## config.mk

```make
export PLATFORM = sky130hd
export DESIGN_NAME = fc_layer_sequencer
export DESIGN_NICKNAME = d
export VERILOG_FILES = /design/src/rtl/fc_layer_sequencer_pkg.sv /design/src/rtl/latency_shift.sv /design/src/rtl/fc_layer_sequencer.sv
export SDC_FILE = /design/constraint.sdc
export NUM_CORES = 1
export LEC_CHECK = 0
export ABC_AREA = 1
export BUFFER_PORTS_ARGS = -buffer_cell sky130_fd_sc_hd__buf_2
export CORE_MARGIN = 2
export CORE_UTILIZATION = 54
export DETAILED_ROUTE_END_ITERATION = 6
export PLACE_DENSITY_LB_ADDON = 0.05
export SLEW_MARGIN = 30
export SYNTH_ARGS = -nofsm -noshare
export SYNTH_HDL_FRONTEND = slang
export SYNTH_SLANG_ARGS = --single-unit
```

## constraint.sdc

```tcl
create_clock -name clk -period 1.5 [get_ports clk]
set_input_delay 0.075 -clock clk [delete_from_list [all_inputs] [get_ports clk]]
set_output_delay 0.075 -clock clk [all_outputs]
set_load 0.02 [all_outputs]
```

## src/rtl/fc_layer_sequencer_pkg.sv

```systemverilog
// Shared definitions for the pooling / fully-connected stage.
// Holds the sequencer state encoding and the layer-size defaults that the
// neighbouring pooling and FC blocks agree on.
package fc_layer_sequencer_pkg;

  // Sequencer states. BIAS is only reachable when FC_BIAS_EN is defined.
  typedef enum logic [2:0] {
    ST_IDLE  = 3'd0,
    ST_RUN   = 3'd1,
    ST_DRAIN = 3'd2,
    ST_STORE = 3'd3,
    ST_DONE  = 3'd4,
    ST_BIAS  = 3'd5
  } fc_state_t;

  // Layer geometry shared with the pooling stage.
  localparam int FC_NUM_INPUTS  = 507;
  localparam int FC_NUM_NEURONS = 10;
  localparam int FC_MEM_LATENCY = 2;

  // Bit positions inside the {first, valid} alignment pipeline word.
  localparam int PIPE_VALID = 0;
  localparam int PIPE_FIRST = 1;

endpackage

```

## src/rtl/latency_shift.sv

```systemverilog
// Fixed-depth shift register carrying a 2-bit {first, valid} tag so that
// MAC strobes line up with data arriving from the read-latency memories.
// A synchronous clear empties the whole pipe in one edge.
module latency_shift #(
  parameter int DEPTH = 2
) (
  input  logic       i_clk,
  input  logic       i_clr,
  input  logic [1:0] i_d,
  output logic [1:0] o_q
);

  logic [1:0] r_pipe [DEPTH];

  // Shift one stage per clock; clear drops everything in flight.
  always_ff @(posedge i_clk) begin
    if (i_clr) begin
      for (int i = 0; i < DEPTH; i++) begin
        r_pipe[i] <= 2'b00;
      end
    end else begin
      r_pipe[0] <= i_d;
      for (int i = 1; i < DEPTH; i++) begin
        r_pipe[i] <= r_pipe[i-1];
      end
    end
  end

  assign o_q = r_pipe[DEPTH-1];

endmodule

```

## src/rtl/fc_layer_sequencer.sv

```systemverilog
// Fully-connected layer sequencer: walks max-pool results and weights for
// each output neuron, drives MAC clear/enable aligned to memory latency,
// strobes one result write per neuron and pulses done at the end.
// Optional feature macro: FC_BIAS_EN (adds a per-neuron BIAS load cycle).
//
// Handshake: start is a one-cycle request honoured only in IDLE; pause
// stalls address issue in RUN only; done is a single-cycle pulse.
module fc_layer_sequencer
  import fc_layer_sequencer_pkg::*;
#(
  parameter int dataWidthCount      = 10,
  parameter int dataWidthWeightAddr = 13,
  parameter int dataWidthNeuron     = 4,
  parameter int numInputs           = FC_NUM_INPUTS,
  parameter int numNeurons          = FC_NUM_NEURONS,
  parameter int memLatency          = FC_MEM_LATENCY
) (
  input  logic                           clk,
  input  logic                           rst,
  input  logic                           start,
  input  logic                           pause,
  output logic                           busy,
  output logic                           done,
  output logic                           rd_en,
  output logic [dataWidthCount-1:0]      addr_max,
  output logic [dataWidthWeightAddr-1:0] addr_weight,
  output logic                           mac_clr,
  output logic                           mac_en,
  output logic                           result_we,
  output logic [dataWidthNeuron-1:0]     result_addr,
`ifdef FC_BIAS_EN
  output logic                           bias_rd_en,
  output logic [dataWidthNeuron-1:0]     bias_addr,
  output logic                           mac_load_bias,
`endif
  output logic [2:0]                     dbg_state
);

  localparam int CW = $clog2(memLatency + 1);
  localparam logic [dataWidthCount-1:0]  LAST_INPUT  = dataWidthCount'(numInputs - 1);
  localparam logic [dataWidthNeuron-1:0] LAST_NEURON = dataWidthNeuron'(numNeurons - 1);
  localparam logic [CW-1:0]              DRAIN_LAST  = CW'(memLatency - 1);

`ifdef FC_BIAS_EN
  // Each neuron starts with a bias load; the first product then accumulates.
  localparam fc_state_t NEURON_ENTRY = ST_BIAS;
  localparam bit        CLR_ON_FIRST = 1'b0;
`else
  localparam fc_state_t NEURON_ENTRY = ST_RUN;
  localparam bit        CLR_ON_FIRST = 1'b1;
`endif

  fc_state_t                      r_state;
  fc_state_t                      w_state_next;
  logic [dataWidthCount-1:0]      r_addr_max;
  logic [dataWidthWeightAddr-1:0] r_addr_weight;
  logic [dataWidthNeuron-1:0]     r_neuron;
  logic [CW-1:0]                  r_drain_cnt;

  logic       w_rd_en;
  logic       w_first;
  logic       w_result_we;
  logic       w_done;
  logic [1:0] w_pipe_q;
`ifdef FC_BIAS_EN
  logic       w_bias_rd;
  logic [1:0] w_bias_q;
`endif

  // State register; reset returns to IDLE from anywhere.
  always_ff @(posedge clk) begin
    if (rst) begin
      r_state <= ST_IDLE;
    end else begin
      r_state <= w_state_next;
    end
  end

  // Next-state and per-state strobes.
  always_comb begin
    w_state_next = r_state;
    w_rd_en      = 1'b0;
    w_first      = 1'b0;
    w_result_we  = 1'b0;
    w_done       = 1'b0;
`ifdef FC_BIAS_EN
    w_bias_rd    = 1'b0;
`endif
    case (r_state)
      ST_IDLE: begin
        if (start) begin
          w_state_next = NEURON_ENTRY;
        end
      end
      ST_RUN: begin
        if (!pause) begin
          w_rd_en = 1'b1;
          w_first = CLR_ON_FIRST && (r_addr_max == '0);
          if (r_addr_max == LAST_INPUT) begin
            w_state_next = ST_DRAIN;
          end
        end
      end
      ST_DRAIN: begin
        if (r_drain_cnt == DRAIN_LAST) begin
          w_state_next = ST_STORE;
        end
      end
      ST_STORE: begin
        w_result_we = 1'b1;
        if (r_neuron == LAST_NEURON) begin
          w_state_next = ST_DONE;
        end else begin
          w_state_next = NEURON_ENTRY;
        end
      end
      ST_DONE: begin
        w_done       = 1'b1;
        w_state_next = ST_IDLE;
      end
`ifdef FC_BIAS_EN
      ST_BIAS: begin
        w_bias_rd    = 1'b1;
        w_state_next = ST_RUN;
      end
`endif
      default: begin
        w_state_next = ST_IDLE;
      end
    endcase
  end

  // Address, neuron and drain counters; weight address never rewinds
  // between neurons so no multiplier is needed to locate each row.
  always_ff @(posedge clk) begin
    if (rst) begin
      r_addr_max    <= '0;
      r_addr_weight <= '0;
      r_neuron      <= '0;
      r_drain_cnt   <= '0;
    end else begin
      case (r_state)
        ST_IDLE: begin
          if (start) begin
            r_addr_max    <= '0;
            r_addr_weight <= '0;
            r_neuron      <= '0;
          end
        end
        ST_RUN: begin
          r_drain_cnt <= '0;
          if (!pause) begin
            r_addr_weight <= r_addr_weight + 1'b1;
            if (r_addr_max == LAST_INPUT) begin
              r_addr_max <= '0;
            end else begin
              r_addr_max <= r_addr_max + 1'b1;
            end
          end
        end
        ST_DRAIN: begin
          r_drain_cnt <= r_drain_cnt + 1'b1;
        end
        ST_STORE: begin
          if (r_neuron != LAST_NEURON) begin
            r_neuron <= r_neuron + 1'b1;
          end
        end
        default: begin
        end
      endcase
    end
  end

  // Delay {first, valid} of each read so MAC strobes meet the returning data.
  latency_shift #(
    .DEPTH(memLatency)
  ) u_mac_shift (
    .i_clk(clk),
    .i_clr(rst),
    .i_d  ({w_first, w_rd_en}),
    .o_q  (w_pipe_q)
  );

`ifdef FC_BIAS_EN
  // Bias reads travel through their own copy of the same alignment pipe;
  // both tag bits are set so the load strobe is their conjunction.
  latency_shift #(
    .DEPTH(memLatency)
  ) u_bias_shift (
    .i_clk(clk),
    .i_clr(rst),
    .i_d  ({w_bias_rd, w_bias_rd}),
    .o_q  (w_bias_q)
  );

  assign bias_rd_en    = w_bias_rd;
  assign bias_addr     = r_neuron;
  assign mac_load_bias = w_bias_q[PIPE_VALID] & w_bias_q[PIPE_FIRST];
`endif

  assign busy        = (r_state != ST_IDLE);
  assign done        = w_done;
  assign rd_en       = w_rd_en;
  assign addr_max    = r_addr_max;
  assign addr_weight = r_addr_weight;
  assign mac_en      = w_pipe_q[PIPE_VALID];
  assign mac_clr     = w_pipe_q[PIPE_FIRST];
  assign result_we   = w_result_we;
  assign result_addr = r_neuron;
  assign dbg_state   = r_state;

endmodule

```

* Word-level counts from Yosys, hierarchy flattened
Memories as Yosys holds them, arrays and structs flattened.
Cells that the tools add are included.
** Word-level totals
- Flip-flop bits (word level) :: 32
- Bits in writable memories :: 4
- Word-level logic and storage cells :: 62
- Memories kept :: 1
** Operators by class
- Add/subtract/negate cells :: 4
- Equal/unequal tests :: 13
- Muxes and demuxes :: 28
- Bitwise gates (word level) :: 2
- Reductions and logical operators :: 9
** Memories
- u_mac_shift.r_pipe :: depth 2, bits a word 2, rd ports 2, clocked after Yosys merged registers in 0, write ports 2, RTL line latency_shift.sv:13 : logic [1:0] r_pipe [DEPTH];
** Operators by type and width (number)
- $mux W10 :: 3
- $mux W13 :: 2
- $pmux W13 S2 :: 1
- $pmux W10 S2 :: 1
- $mux W3 :: 5
- $add A13 B1 Y13 const B :: 1
- $pmux W3 S4 :: 1
- $add A10 B1 Y10 const B :: 1
- $eq A10 B9 Y1 const B :: 1
- $logic_not A10 Y1 :: 1
- $ne A2 B2 Y1 const B :: 5
- $mux W1 :: 9
- $mux W4 :: 2
- $pmux W4 S2 :: 1
- $eq A3 B2 Y1 const B :: 2
- $reduce_and A3 Y1 :: 2
- $reduce_bool A2 Y1 :: 3
- $add A4 B1 Y4 const B :: 1
- $eq A4 B4 Y1 const B :: 1
- $mux W2 :: 2
- $ne A4 B4 Y1 const B :: 1
- $pmux W2 S2 :: 1
- $reduce_and A4 Y1 :: 1
- $eq A3 B1 Y1 const B :: 1
- other kinds (6) :: 7

* Longest topological paths before layout
- Depth in word-level cells :: 4
- Gate-level depth with buffers :: 11
- Gate-level depth less buffers :: 11

* By module
Synthesis repeated with hierarchy kept, for this count alone.
** Unflattened totals
- Cells, all modules :: 287
- Area total of the unflattened synthesis :: 1949.4 µm²
** By module, submodules not included
- fc_layer_sequencer :: instances 1, cells each 273, area each 1824.2 µm², sequential area each 640.6 µm²
- latency_shift :: instances 1, cells each 14, area each 125.1 µm², sequential area each 80.1 µm²

* Least setup slack after synthesis
Ideal clock, no wire load.
- Path kind :: reg2reg
- Start point :: register r_state[1], in the netlist dbg_state[1]
- End point :: memory u_mac_shift.r_pipe[0][1]
- Data arrival time :: 1.378 ns
- Path slack :: 0.030 ns
- Stages on the path, launching flop included :: 6
- Clock period less this slack :: 1.470 ns
- Path through :: dfxtp_1 > nor2_4 > nand2_1 > nor2_1 > nand2_1 > nor4_1
** RTL lines
- start, declared :: RTL line fc_layer_sequencer.sv:53 : fc_state_t r_state;
- start signal, assigned :: RTL line fc_layer_sequencer.sv:75 : r_state <= w_state_next;
- end, declared :: RTL line latency_shift.sv:13

* Worst setup path after layout
- Start point :: register r_state[2], in the netlist dbg_state[2]
- End point :: output rd_en
** On the way
- Cells in the longest elaborated chain, start to end :: 2
** RTL lines
- $eq A3 B1 Y1 :: RTL line fc_layer_sequencer.sv:89 : case (r_state)
- $mux W1 :: RTL line fc_layer_sequencer.sv:89
- end, declared :: RTL line fc_layer_sequencer.sv:24 : output logic rd_en,
Every way passes these cells.

==> run summary <==
Post-Place Setup Slack: 0.0285 ns
GRT overflow: 0
top-area cell type share of the netlist area: 37.2%
Area Overhead vs Synth: 21.8%
clk root buf: clkbuf_4
TritonCTS Buffers: 5
final worst path period share: 92.1%
starting density of the core: 57.1%
post-synthesis net count: 306
mean post-synth cell area: 6.57 sq um
CP Class: register to output port
GRT Total Usage: 23.8%
DRT iter0 DRCs: 93
first-pass GRT wire length: 7850 um
Pwr Density: 1180 mW/mm^2
Routed WL: 4400 um
reg2reg start: dbg_state[2]
final hold vios: 0
Slew Viols, Final: 0
FFs w/ async S/R, synth: 0%
Commonest cells post-synth: nand2_1 (77), nor2_1 (45), inv_1 (44)
initial antenna violation count: 0
clock sinks: 36
clk_skew: 0.00327 ns
post-route ant nets: 0
Worst Reg-to-Reg Cells: 11
Distinct cells, synth: 25
DR WL/cell: 11.2 um
largest net degree at the start of global routing: 17
unrepaired setup endpoints after global routing: yes
post-route cell area: 0.00236 sq mm
Crit path required time: 1.42 ns
Fmax: 724 MHz
Max clock buf depth: 2
global placer's final weighted congestion: 0.869
Hold/Removal Path Class: primary input to register
Most used DFF post-synth: dfxtp_1
Clock transition at path regs: 0.10 ns
Final HPWL DP: 3280 um
Core ar.: 0.00339 sq mm
1st-pass router iterations: 5
Worst IR Drop VDD: 719 uV
chip width: 63.9 um
critical path's top delay family: flip-flops
layout cell share with drive strength beyond 1: 23.3%
Post-Synthesis Cells: 295
worst slew pin tran: 0.328 ns
DRC viols: 0
most frequent cell after synthesis: nand2_1
static leakage: 1.11 nW
status: finished, final reports clean
Post-synth EDFFs: 0
Yosys warnings: 0
placed inst area: 0.00222 sq mm
hold buffers post-CTS: 0
fin worst setup slack: 0.118 ns
CTS tree: yes
Synth area leaders: dfxtp_1 (37%), nand2_1 (15%), nor2_1 (8.7%)
# setup viols final: 0
die area: 0.00408 sq mm
Crit path depth: 5
post-synth top area cell: dfxtp_1
Synth Register Bits: 36
Critical Path Start: dbg_state[2]
hold path depth: 4
critical-path cell list: nor2_4, nand2_1, nor2_2, buf_4, buf_2
Worst setup EP type: output port
fin nets: 358
Slowest-stage cell, CP: dfxtp_2
post-layout minimum cycle time: 1.38 ns
critical path buffer and inverter count: 2
Die Ht: 63.9 um
register area share after synthesis: 37.2%
CP Launch Type: register
# Max-Cap Violations: 0
Slew headroom: 78.1%
boundary pin count: 40
Worst Path Max Fanout: 3
critical path's largest stage delay: 0.35 ns
n_diodes: 0
Clk Latency, worst-skew pair: 0.33 ns
total number of vias: 1969
htree depth: 2
DR vias/cell: 5.01
worst path arrival time: 1.31 ns
vias in the first global route: 1809
Port Buffers: 39
std cell rows: 21
fillers: 312
Synth Cell Area: 0.00194 sq mm
hold_sp: pause
## final cells by class
class	instances	area, sq um	share of cell area (%)
clock buffer	7	65.1	2.76
inverter	46	173	7.32
multi-input combinational	209	1050	44.5
sequential	36	731	31.0
tap	46	57.6	2.44
timing repair buffer	49	283	12.0
## power by group
part	switching [mW]	internal, mW
Sequential	0.0650	1.03
Combinational	0.716	0.394
Clock	0.309	0.266
Total	1.09	1.69
## tightest hold or removal path, delay by kind of cell
kind,cells,cell delay (ns)
buffers and inverters,2,0.16
and+or+nand+nor,2,0.15
## sequential cells by signal (all words and copies together), names as in the netlist
name and flops:
result_addr 4, addr_max 10, dbg_state 3, r_drain_cnt 2, addr_weight 13, u_mac_shift.r_pipe 4
## path summary, 6_finish.rpt
kind | to | slack [ns]
setup reg to reg | result_addr[3] | 0.13
hold / removal | u_mac_shift.r_pipe[0][0] | 0.09
hold reg to reg | u_mac_shift.r_pipe[0][2] | 0.42
setup / recovery | rd_en | 0.12
## per-layer routing
metal | up-vias | global-route usage, % | part of all wire, %
met4 | 0 | 5.71 | 1.3
met1 | 873 | 30.1 | 48
met2 | 50 | 40.9 | 46
li1 | 1040 | - | -
met5 | - | 0 | 0
met3 | 6 | 5.46 | 5.0
## metrics by stage
step	util, %	instances	total power [mW]	hold WS [ns]	setup TNS [ns]
floorplan	-	295	1.89	0.231	0
global placement	65.6	384	2.13	0.403	-0.0378
detailed placement	65.6	384	2.15	0.407	0
CTS	68.0	393	2.74	0.0700	0
global route	69.6	393	2.98	0.0807	-0.0291
finish	69.6	393	2.78	0.0871	0
## layout by cell type (no fill, tap or decap)
master / n
nand2_1: 75
inv_1: 43
nor2_1: 42
buf_2: 39
dfxtp_1: 30
nand3_1: 28
a21oi_1: 15
buf_4: 9
nand4_1: 7
o21ai_0: 7
ha_1: 7
nor3_1: 5
dfxtp_2: 5
clkbuf_4: 5
nor2_4: 3
inv_2: 3
nand2_2: 3
nor2_2: 2
nor3_2: 2
nand3b_1: 2
a21oi_2: 2
clkbuf_8: 2
o21ai_2: 1
nand3_4: 1
o21a_4: 1
nand3_2: 1
a22oi_1: 1
xor2_1: 1
nor4_1: 1
o21ai_1: 1
o21a_1: 1
dfxtp_4: 1
buf_12: 1
## timing repair
item / CTS / global route
pin swaps: 1 / 1
gates resized for setup: 0 / 19
endpoints found under the setup margin: 1 / 23
setup buffers: 2 / 0
## cell families after synthesis
logic type | Yosys count | share of synthesized area [%]
xor+xnor | 1 | 0.452
fa+ha+maj | 7 | 4.52
compound gates | 29 | 8.66
simple gates | 172 | 38.3
buf+inv | 50 | 10.9
flops | 36 | 37.2
(Power assumes the default switching activity.)
